## src/rtl/rf_wb_arbiter_pkg.sv

```systemverilog
// Shared CPU constants for the register-file writeback path.
package rf_wb_arbiter_pkg;

    // Default data and register-address widths.
    localparam int unsigned DefDw = 32;
    localparam int unsigned DefAw = 5;

    // Requester indices into the grant vector.
    localparam int unsigned REQ_ALU = 0;
    localparam int unsigned REQ_MC  = 1;

    // One bit per requester, indexed by REQ_ALU / REQ_MC.
    typedef logic [1:0] req_vec_t;

endpackage

```

## src/rtl/rr_arb2.sv

```systemverilog
// Two-way round-robin arbiter with a last-grant register.
module rr_arb2
    import rf_wb_arbiter_pkg::*;
(
    input  logic     clk,
    input  logic     rstn,
    input  req_vec_t req_i,
    output req_vec_t gnt_o
);

    // 0 = requester 0 granted most recently, 1 = requester 1.
    logic last_q, last_d;

    // Grant the lone requester, or on a tie the one not granted last.
    // Grants are held off while reset is asserted.
    always_comb begin
        gnt_o  = 2'b00;
        last_d = last_q;
        if (rstn) begin
            unique case (req_i)
                2'b01:   gnt_o = 2'b01;
                2'b10:   gnt_o = 2'b10;
                2'b11:   gnt_o = last_q ? 2'b01 : 2'b10;
                default: gnt_o = 2'b00;
            endcase
        end
        if (gnt_o[REQ_ALU]) begin
            last_d = 1'b0;
        end else if (gnt_o[REQ_MC]) begin
            last_d = 1'b1;
        end
    end

    // Last-grant register; resets to 1 so requester 0 wins the first tie.
    always_ff @(posedge clk or negedge rstn) begin
        if (!rstn) begin
            last_q <= 1'b1;
        end else begin
            last_q <= last_d;
        end
    end

endmodule

```

## src/rtl/rf_wb_arbiter.sv

```systemverilog
// Register-file writeback arbiter with a long-latency pending scoreboard.
module rf_wb_arbiter
    import rf_wb_arbiter_pkg::*;
#(
    parameter int unsigned DW = DefDw,
    parameter int unsigned AW = DefAw
) (
    input  logic          clk,
    input  logic          rstn,
    input  logic          r0_valid,
    output logic          r0_ready,
    input  logic [AW-1:0] r0_addr,
    input  logic [DW-1:0] r0_data,
    input  logic          r1_valid,
    output logic          r1_ready,
    input  logic [AW-1:0] r1_addr,
    input  logic [DW-1:0] r1_data,
    input  logic          iss_valid,
    output logic          iss_ready,
    input  logic [AW-1:0] iss_rd,
    input  logic [AW-1:0] q_ra0,
    input  logic [AW-1:0] q_ra1,
    output logic          q_busy,
    output logic          rf_we,
    output logic [AW-1:0] rf_wa,
    output logic [DW-1:0] rf_wd
);

    localparam int unsigned NReg = 1 << AW;

    req_vec_t req, gnt;
    logic     hs0, hs1, iss_hs;

    logic            we_q, we_d;
    logic [AW-1:0]   wa_q, wa_d;
    logic [DW-1:0]   wd_q, wd_d;
    logic [NReg-1:0] pend_q, pend_d;

    assign req[REQ_ALU] = r0_valid;
    assign req[REQ_MC]  = r1_valid;

    rr_arb2 u_arb (
        .clk   (clk),
        .rstn  (rstn),
        .req_i (req),
        .gnt_o (gnt)
    );

    // Handshake and query outputs; readiness never depends on write data.
    always_comb begin
        r0_ready  = gnt[REQ_ALU];
        r1_ready  = gnt[REQ_MC];
        iss_ready = rstn & ~pend_q[iss_rd];
        q_busy    = pend_q[q_ra0] | pend_q[q_ra1];
        hs0       = r0_valid & r0_ready;
        hs1       = r1_valid & r1_ready;
        iss_hs    = iss_valid & iss_ready & (iss_rd != '0);
    end

    // Next write-port and scoreboard state.
    always_comb begin
        we_d   = 1'b0;
        wa_d   = wa_q;
        wd_d   = wd_q;
        pend_d = pend_q;
        if (hs0) begin
            we_d = (r0_addr != '0);
            wa_d = r0_addr;
            wd_d = r0_data;
        end else if (hs1) begin
            we_d = (r1_addr != '0);
            wa_d = r1_addr;
            wd_d = r1_data;
        end
        if (hs1) begin
            pend_d[r1_addr] = 1'b0;
        end
        // iss_ready blocks an issue to a pending register, so a same-register
        // set/clear cannot collide; register 0 is never marked.
        if (iss_hs) begin
            pend_d[iss_rd] = 1'b1;
        end
    end

    // Write-port and scoreboard registers.
    always_ff @(posedge clk or negedge rstn) begin
        if (!rstn) begin
            we_q   <= 1'b0;
            wa_q   <= '0;
            wd_q   <= '0;
            pend_q <= '0;
        end else begin
            we_q   <= we_d;
            wa_q   <= wa_d;
            wd_q   <= wd_d;
            pend_q <= pend_d;
        end
    end

    assign rf_we = we_q;
    assign rf_wa = wa_q;
    assign rf_wd = wd_q;

endmodule

```

## config.mk

```make
export PLATFORM = sky130hd
export DESIGN_NAME = rf_wb_arbiter
export DESIGN_NICKNAME = d
export VERILOG_FILES = /design/src/rtl/rf_wb_arbiter_pkg.sv /design/src/rtl/rr_arb2.sv /design/src/rtl/rf_wb_arbiter.sv
export SDC_FILE = /design/constraint.sdc
export NUM_CORES = 1
export LEC_CHECK = 0
export BUFFER_PORTS_ARGS = -buffer_cell sky130_fd_sc_hd__buf_2
export CAP_MARGIN = 20
export CORE_ASPECT_RATIO = 1.2
export CORE_UTILIZATION = 45
export CTS_CLUSTER_DIAMETER = 200
export DETAILED_ROUTE_END_ITERATION = 10
export HOLD_SLACK_MARGIN = 0.02
export PLACE_DENSITY_LB_ADDON = 0.08
export SLEW_MARGIN = 20
export SYNTH_ARGS = -nofsm -noshare
export SYNTH_HDL_FRONTEND = slang
export SYNTH_SLANG_ARGS = --single-unit
export TNS_END_PERCENT = 10
```

## constraint.sdc

```tcl
create_clock -name clk -period 5.3 [get_ports clk]
set_input_delay 1.06 -clock clk [delete_from_list [all_inputs] [get_ports clk]]
set_output_delay 1.06 -clock clk [all_outputs]
set_load 0.01 [all_outputs]
```

==> flow_summary.json, run 1 <==
{
  "outcome": "finished, final reports clean",
  "critPathKind": "in2out",
  "io_pins": 136,
  "ir_drop_mv": 0.175,
  "p_clk_share_pct": 30.2,
  "overflow": 0,
  "cts-htree-levels": 3,
  "tns_ns": 0,
  "yosys-mux-area-fraction_pct": 15.2,
  "dp_slack_ns": 1.45,
  "synth_commonest_cells": "dfrtp_1, o21ai_0, inv_1",
  "drive_gt1_share_pct": 36.6,
  "clk_pin_slew_worst_paths_ns": 0.08,
  "synth_xor_area_share_pct": 0,
  "dpl.cell_count": 593,
  "cp_common_cell": "buf_2",
  "portBuffers": 135,
  "rows": 37,
  "crit_slowest_cell": "mux4_2",
  "track_usage_pct": 25.7,
  "synth_async_sr_flop_share_pct": 100,
  "layoutNonFillerInstCount": 609,
  "yosysMostFrequentCell": "dfrtp_1",
  "grt_max_degree": 53,
  "synth_cell_type_count": 40,
  "crit_family": "multiplexers",
  "dr.first_iter.drc_count": 283,
  "clkLatencyLatePin_ns": 0.34,
  "die_y_um": 105,
  "p_per_area_nw_per_um2": 329,
  "p_switching_mw": 0.500,
  "initial_utilization_pct": 46.2,
  "cpPeakStageDelay_ns": 0.56,
  "syn-num-nets": 458,
  "dr.pass1.iters": 6,
  "netlist_area_um2": 3950,
  "synth_top_area_share_pct": 44.3,
  "cts_hold_buf": 0,
  "cts_buffers": 9,
  "die_x_um": 87.6,
  "syn_to_final_growth_pct": 24.9,
  "cts_tree": "done",
  "critPathRequiredTime_ns": 4.24,
  "end_kind": "output pin",
  "antennaDiodeCount": 0,
  "postSynthCellCount": 364,
  "cts-resized-gates": 0,
  "comb_power_share_pct": 24.7,
  "path_buf_inv": 2,
  "switching_share_pct": 30.7,
  "setup_viol": 0,
  "grt_first_pass_wirelength_um": 17900,
  "finClkSkew_ns": 0.0115,
  "finalCriticalPeriod_ns": 3.85,
  "p_seq_share_pct": 45.1,
  "slew_violations": 0,
  "post-cts-setup-buffers": 0,
  "syn-mean-instance-area_um2": 10.9,
  "grt_antenna_before_repair": 0,
  "max_cap_viol_count": 0,
  "vias": 3616,
  "synth_top_family_by_area": "compound AO/OA/AOI/OAI gates",
  "rsz0062_at_grt": "false",
  "setup_ws_ns": 1.45,
  "synth_fa_ha_area_share_pct": 0,
  "max_freq_mhz": 259,
  "fillerInstances": 752,
  "synth_compound_area_share_pct": 23.8,
  "synth_area_leaders": "dfrtp_1, a222oi_1, mux4_2, o21ai_0, mux2i_1",
  "timing.critical_path.from_type": "primary input",
  "place_congestion": 0.858,
  "ys.flop_type": "dfrtp_1",
  "yosys_register_bits": 71,
  "root_buffer": "clkbuf_8",
  "cp.arrival_ns": 2.79,
  "power_leakage_nw": 2.40,
  "slew_headroom_pct": 59.0,
  "coreArea_um2": 8560,
  "synth-simple-area-share_pct": 9.15,
  "drtAntennaViolNets": 0,
  "drc_errors": 0,
  "p_total_mw": 1.63,
  "ys_warn_count": 0,
  "fin_nets": 581,
  "clock_sinks": 71,
  "finalCritPeriodShare_pct": 72.7,
  "cts_max_path_buffers": 2,
  "crit_chain": "buf_2, mux4_2, o2111ai_2, nand3_4, nor2_1, buf_2",
  "totalWireLength_um": 11100,
  "hpwl_um": 8090,
  "holdCritPathClass": "reg2reg",
  "hold_viol": 0,
  "worst_slew_pin_slew_ns": 0.615,
  "die-area_um2": 9160,
  "p_int_mw": 1.13,
  "yosysSeqAreaShare_pct": 45.0,
  "viasPerCell": 5.94,
  "path_max_fanout": 16,
  "synth_edf_count": 0,
  "grt_pass1_vias": 3487,
  "yosys.area.top_type": "dfrtp_1",
  "wire_per_inst_um": 18.2
}
[state kept, by name, summed over array words and instances, names as in the netlist]
signal        cells
u_arb.last_q      1
rf_we             1
rf_wa             5
pend_q           32
rf_wd            32
[metrics by stage]
step           hold WS [ns]  utilization [%]  cell area [um2]
6_report              0.490             57.6             4940
5_1_grt               0.501             57.6             4940
4_1_cts               0.491             57.6             4940
3_5_place_dp          0.472             54.9             4700
3_3_place_gp          0.466             54.9             4700
2_1_floorplan         0.470                -             3950
[metal layers]
metal	GRT usage (%)	share of wire, %	vias up
met5	0	0	-
met4	8.08	1.1	0
met3	5.77	7.1	9
met2	41.6	50	179
met1	34.1	42	1745
li1	-	-	1683
[area by class of cell]
| cell class | count | area (um2) | share of cell area [%] |
|---|---|---|---|
| multi-input cells | 226 | 1920 | 38.9 |
| inverters | 40 | 150 | 3.04 |
| repair buffers | 139 | 708 | 14.3 |
| clock buffers | 12 | 155 | 3.14 |
| flip-flops and latches | 71 | 1780 | 36.0 |
| well taps | 117 | 146 | 2.97 |
| clock inverters | 4 | 76.3 | 1.55 |
[final timing paths]
kind                            cells after the start    endpoint        from  slack [ns]
worst max register to register                      4   pend_q[7]  pend_q[22]        3.22
worst max-delay path                                6   iss_ready   iss_rd[1]        1.45
min in group asynchronous                           1  pend_q[26]        rstn        0.63
worst min-delay path                                2   rf_wd[19]   rf_wd[19]        0.49
worst min register to register                      2   rf_wd[19]   rf_wd[19]        0.49
max in group asynchronous                           2    rf_wa[2]        rstn        3.71
[power groups by stage]
stage	Sequential [mW]	Clock, mW	Combinational (mW)
after CTS	0.729	0.507	0.403
after global routing	0.745	0.530	0.444
final	0.733	0.491	0.402
after floorplan	0.727	0	0.232
after global placement	0.741	0	0.394
after detailed placement	0.737	0	0.403
[worst min-delay path, delay by kind of cell, from the launching register on]
kind / cells / cell delay [ns]
AO/OA/AOI/OAI: 1 / 0.06
buffers and inverters: 1 / 0.05
flip-flops: 1 / 0.34
[cells in the final DEF, fill, tap and decap left out, types with 4 or more instances in the layout]
cell type    n
buf_2      134
dfrtp_1     70
o21ai_0     50
inv_1       40
a222oi_1    36
mux2i_1     19
nand2_1     14
mux4_2      12
clkbuf_8    11
nand3_1     10
o31ai_1     10
nor2b_1      9
nand3b_1     8
o41ai_1      6
a221oi_1     6
nor2_1       5
buf_4        5
mux4_1       4
nand2b_1     4
a22oi_1      4
[logic make-up after synthesis]
logic type | count (synthesis)
AND/OR/NAND/NOR | 62
multiplexers | 38
flip-flops | 71
AO/OA/AOI/OAI | 126
buffers and inverters | 67
Note: power is estimated with default switching activity, not from simulation.
==> inputs of run 2 (changes only) <==
==> constraint.sdc (replaced) <==
create_clock -name clk -period 3.45 [get_ports clk]
set_input_delay 0.69 -clock clk [delete_from_list [all_inputs] [get_ports clk]]
set_output_delay 0.69 -clock clk [all_outputs]
set_load 0.01 [all_outputs]
==> flow_summary.json, run 2 (same netlist as run 1, synthesis figures left out) <==
{
  "slew_violations": 0,
  "drc_errors": 0,
  "rr_worst_depth": 5,
  "coreArea_um2": 8560,
  "timing.critical_path.from_type": "primary input",
  "setup_viol": 0,
  "slew_headroom_pct": 57.3,
  "initial_utilization_pct": 46.2,
  "layout_commonest_cell": "buf_2",
  "grt_max_degree": 43,
  "path_max_fanout": 15,
  "place_congestion": 0.909,
  "worstReg2RegStart": "pend_q[22]",
  "die_x_um": 87.6,
  "io_pins": 136,
  "hpwl_um": 8350,
  "die_y_um": 105,
  "dr.first_iter.drc_count": 394,
  "cts_buffers": 9,
  "portBuffers": 135,
  "finalCritPeriodShare_pct": 89.2,
  "track_usage_pct": 25.7,
  "cts_hold_buf": 0,
  "drtAntennaViolNets": 0,
  "grt_first_pass_wirelength_um": 18000,
  "layoutNonFillerInstCount": 610,
  "end_kind": "output pin",
  "post-cts-setup-buffers": 0,
  "hold_viol": 0,
  "reg2reg_slack_ns": 1.36,
  "r2r_end": "pend_q[2]",
  "dr.pass1.iters": 7,
  "finalCriticalPeriod_ns": 3.08,
  "finClkSkew_ns": 0.0119,
  "p_total_mw": 2.45,
  "drive_gt1_share_pct": 36.9,
  "root_buffer": "clkbuf_8",
  "cts_max_path_buffers": 2,
  "vias": 3673,
  "outcome": "finished, final reports clean",
  "clk_pin_slew_worst_paths_ns": 0.08,
  "cts-htree-levels": 3,
  "clock_sinks": 71,
  "max_freq_mhz": 325,
  "fin_nets": 583,
  "cts_tree": "done",
  "syn_to_final_growth_pct": 24.7,
  "wire_per_inst_um": 18.2,
  "p_per_area_nw_per_um2": 497,
  "final_cell_mix": "buf_2, dfrtp_1, o21ai_0",
  "rsz0062_at_grt": "false",
  "ir_drop_mv": 0.224,
  "clkLatencyLatePin_ns": 0.34,
  "grt_pass1_vias": 3639,
  "totalWireLength_um": 11100,
  "cp.arrival_ns": 2.39,
  "grt_antenna_before_repair": 0,
  "overflow": 0,
  "die-area_um2": 9160,
  "rows": 37,
  "cts-resized-gates": 0,
  "holdCritPathClass": "in2async",
  "viasPerCell": 6.02,
  "antennaDiodeCount": 0,
  "worst_slew_pin_slew_ns": 0.640,
  "max_cap_viol_count": 0,
  "power_leakage_nw": 2.40,
  "tns_ns": 0,
  "critPathRequiredTime_ns": 2.76,
  "dpl.cell_count": 595,
  "critPathKind": "in2out"
}
[run 2: report_power, final]
| group | total, mW | switching (mW) | internal [mW] |
|---|---|---|---|
| clock | 0.711 | 0.309 | 0.402 |
| combinational | 0.620 | 0.319 | 0.302 |
| sequential | 1.12 | 0.138 | 0.981 |
| total | 2.45 | 0.765 | 1.68 |
[run 2: critical path, stage by stage]
cell and delay, ns:
buf_2 0.31, mux4_1 0.59, mux2_2 0.31, nand2_2 0.09
o31ai_4 0.11, nor2_1 0.14, buf_2 0.15
[run 2: area by class of cell]
class                   count  area [um2]
fillers                   766        3630
multi-input cells         226        1920
flip-flops and latches     71        1780
repair buffers            141         723
inverters                  40         150
well taps                 117         146
clock buffers               9         124
clock inverters             6        86.3
[run 2: worst max path at each step]
stage	from	to	slack (ns)
2_1_floorplan	q_ra0[0]	q_busy	0.62
6_report	iss_rd[1]	iss_ready	0.37
3_3_place_gp	iss_rd[1]	iss_ready	0.40
5_1_grt	iss_rd[1]	iss_ready	0.30
3_5_place_dp	iss_rd[1]	iss_ready	0.37
4_1_cts	iss_rd[1]	iss_ready	0.36
[run 2: per-stage QoR]
stage | cell area, um2 | util, % | setup slack [ns] | hold slack [ns]
2_1_floorplan | 3950 | - | 0.624 | 0.394
3_3_place_gp | 4720 | 55.1 | 0.398 | 0.467
3_5_place_dp | 4720 | 55.1 | 0.372 | 0.470
4_1_cts | 4930 | 57.6 | 0.364 | 0.453
5_1_grt | 4930 | 57.6 | 0.298 | 0.475
6_report | 4930 | 57.6 | 0.372 | 0.447
[run 2: routing by layer]
layer / vias up / track usage (%) / share of wire (%)
li1: 1679 / - / -
met1: 1795 / 33.0 / 42
met2: 175 / 42.7 / 50
met3: 24 / 5.13 / 6.3
met4: 0 / 8.90 / 1.7
met5: - / 0 / 0
==> inputs of run 3 (changes only) <==
--- a/config.mk
+++ b/config.mk
@@ -16,5 +16,6 @@
 export SLEW_MARGIN = 20
 export SYNTH_ARGS = -nofsm -noshare
 export SYNTH_HDL_FRONTEND = slang
+export SYNTH_HIERARCHICAL = 1
 export SYNTH_SLANG_ARGS = --single-unit
 export TNS_END_PERCENT = 10
==> flow_summary.json, run 3 <==
{
  "drtAntennaViolNets": 0,
  "yosys_register_bits": 71,
  "reg2reg_slack_ns": 1.56,
  "holdCritPathClass": "in2async",
  "clk_pin_slew_worst_paths_ns": 0.08,
  "place_congestion": 0.895,
  "critPathKind": "in2out",
  "ir_drop_mv": 0.258,
  "timing.critical_path.from_type": "primary input",
  "max_cap_viol_count": 0,
  "outcome": "finished, final reports clean",
  "rr_worst_depth": 4,
  "hold_viol": 0,
  "end_kind": "output pin",
  "grt_first_pass_wirelength_um": 19200,
  "vias": 3747,
  "syn-mean-instance-area_um2": 10.5,
  "critPathRequiredTime_ns": 2.76,
  "layout_commonest_cell": "buf_2",
  "viasPerCell": 5.82,
  "rsz0062_at_grt": "false",
  "synth_area_leaders": "dfrtp_1, mux2i_1, o21ai_0, mux4_2, nand2_1",
  "coreArea_um2": 9030,
  "netlist_area_um2": 4170,
  "p_per_area_nw_per_um2": 472,
  "max_freq_mhz": 330,
  "dr.pass1.iters": 4,
  "dr.first_iter.drc_count": 262,
  "initial_utilization_pct": 46.1,
  "synth_commonest_cells": "o21ai_0, dfrtp_1, mux2i_1",
  "clock_sinks": 71,
  "slew_violations": 0,
  "portBuffers": 135,
  "cp.arrival_ns": 2.34,
  "syn_to_final_growth_pct": 21.1,
  "grt_max_degree": 41,
  "fin_nets": 614,
  "cts-resized-gates": 0,
  "cts_buffers": 9,
  "drive_gt1_share_pct": 34.0,
  "overflow": 0,
  "die_y_um": 107,
  "postSynthCellCount": 397,
  "die-area_um2": 9650,
  "ys_warn_count": 6,
  "die_x_um": 89.8,
  "cts_hold_buf": 0,
  "yosysSeqAreaShare_pct": 42.7,
  "synth_async_sr_flop_share_pct": 100,
  "ys.flop_type": "dfrtp_1",
  "syn-num-nets": 491,
  "cts_tree": "done",
  "totalWireLength_um": 11600,
  "yosys.area.top_type": "dfrtp_1",
  "hpwl_um": 8750,
  "yosysMostFrequentCell": "o21ai_0",
  "path_max_fanout": 10,
  "grt_pass1_vias": 3797,
  "setup_viol": 0,
  "synth_top_area_share_pct": 42.1,
  "synth_cell_type_count": 46,
  "root_buffer": "clkbuf_8",
  "track_usage_pct": 25.4,
  "slew_headroom_pct": 57.9,
  "post-cts-setup-buffers": 0,
  "drc_errors": 0,
  "clkLatencyLatePin_ns": 0.35,
  "antennaDiodeCount": 0,
  "cts_max_path_buffers": 2,
  "rows": 38,
  "r2r_end": "pend_q[5]",
  "synth_edf_count": 0,
  "finalCritPeriodShare_pct": 87.9,
  "tns_ns": 0,
  "worstReg2RegStart": "u_arb/last_q",
  "io_pins": 136,
  "final_cell_mix": "buf_2, o21ai_0, dfrtp_1",
  "finClkSkew_ns": 0.0101,
  "finalCriticalPeriod_ns": 3.03,
  "hold_ws_ns": 0.153,
  "wire_per_inst_um": 18.1,
  "grt_antenna_before_repair": 0,
  "worst_slew_pin_slew_ns": 0.632,
  "power_leakage_nw": 2.46,
  "cts-htree-levels": 3
}
run 3: cell types whose count changed in the layout (fill, tap and decap cells not counted), sizes merged, moves of 3 or more:
cell,before,now
o21ai,51,90
inv,40,3
a222oi,36,0
nand2,15,44
mux2i,19,61
nand2b,4,1
nor2b,9,5
nand3,11,4
o41ai,6,0
run 3: layer usage:
metal / GRT usage (%) / vias up / routed length (um)
met5: 0 / - / 0
met2: 43.4 / 161 / 5790
li1: - / 1748 / -
met1: 31.0 / 1819 / 4860
met3: 6.21 / 19 / 773
met4: 10.4 / 0 / 204
run 3: critical path, cell delays in order:
cell	delay [ns]
buf_2	0.27
mux4_1	0.61
mux4_2	0.46
nand2_1	0.08
nand4b_1	0.08
buf_2	0.15
run 3: through the flow:
stage / setup slack (ns) / utilization [%] / power [mW] / instance area [um2] / cells
5_1_grt: 0.308 / 55.8 / 2.54 / 5040 / 644
3_5_place_dp: 0.430 / 54.1 / 1.84 / 4890 / 629
3_3_place_gp: 0.450 / 54.1 / 1.82 / 4890 / 629
4_1_cts: 0.429 / 55.8 / 2.40 / 5040 / 644
6_report: 0.418 / 55.8 / 2.38 / 5040 / 644
2_1_floorplan: 0.741 / - / 1.54 / 4170 / 397
run 3: worst max-delay path by stage:
stage / start / to / cells past startpoint
floorplan: q_ra0[0] / q_busy / 5
global placement: q_ra0[0] / q_busy / 6
finish: q_ra0[0] / q_busy / 6
CTS: q_ra0[0] / q_busy / 6
detailed placement: q_ra0[0] / q_busy / 6
global route: q_ra0[0] / q_busy / 6
run 3: cells by family (layout without fill, tap and decap cells):
kind of cell / after synthesis / count (layout) / share of synthesized area [%]
flops: 71 / 71 / 42.7
mux: 79 / 79 / 24.3
buf+inv: 32 / 159 / 3.94
compound gates: 128 / 128 / 18.0
simple gates: 87 / 87 / 11.1
run 3: final cells by class:
type | count | area, um2
clock buffer | 11 | 131
clock inverter | 4 | 23.8
fill | 848 | 3990
inverter | 3 | 11.3
multi-input combinational | 294 | 2230
sequential | 71 | 1780
tap | 120 | 150
timing repair buffer | 141 | 723
run 3: report_power, final:
group / internal, mW / switching (mW) / total [mW]
combinational: 0.330 / 0.338 / 0.668
sequential: 1.01 / 0.147 / 1.16
clock: 0.255 / 0.300 / 0.555
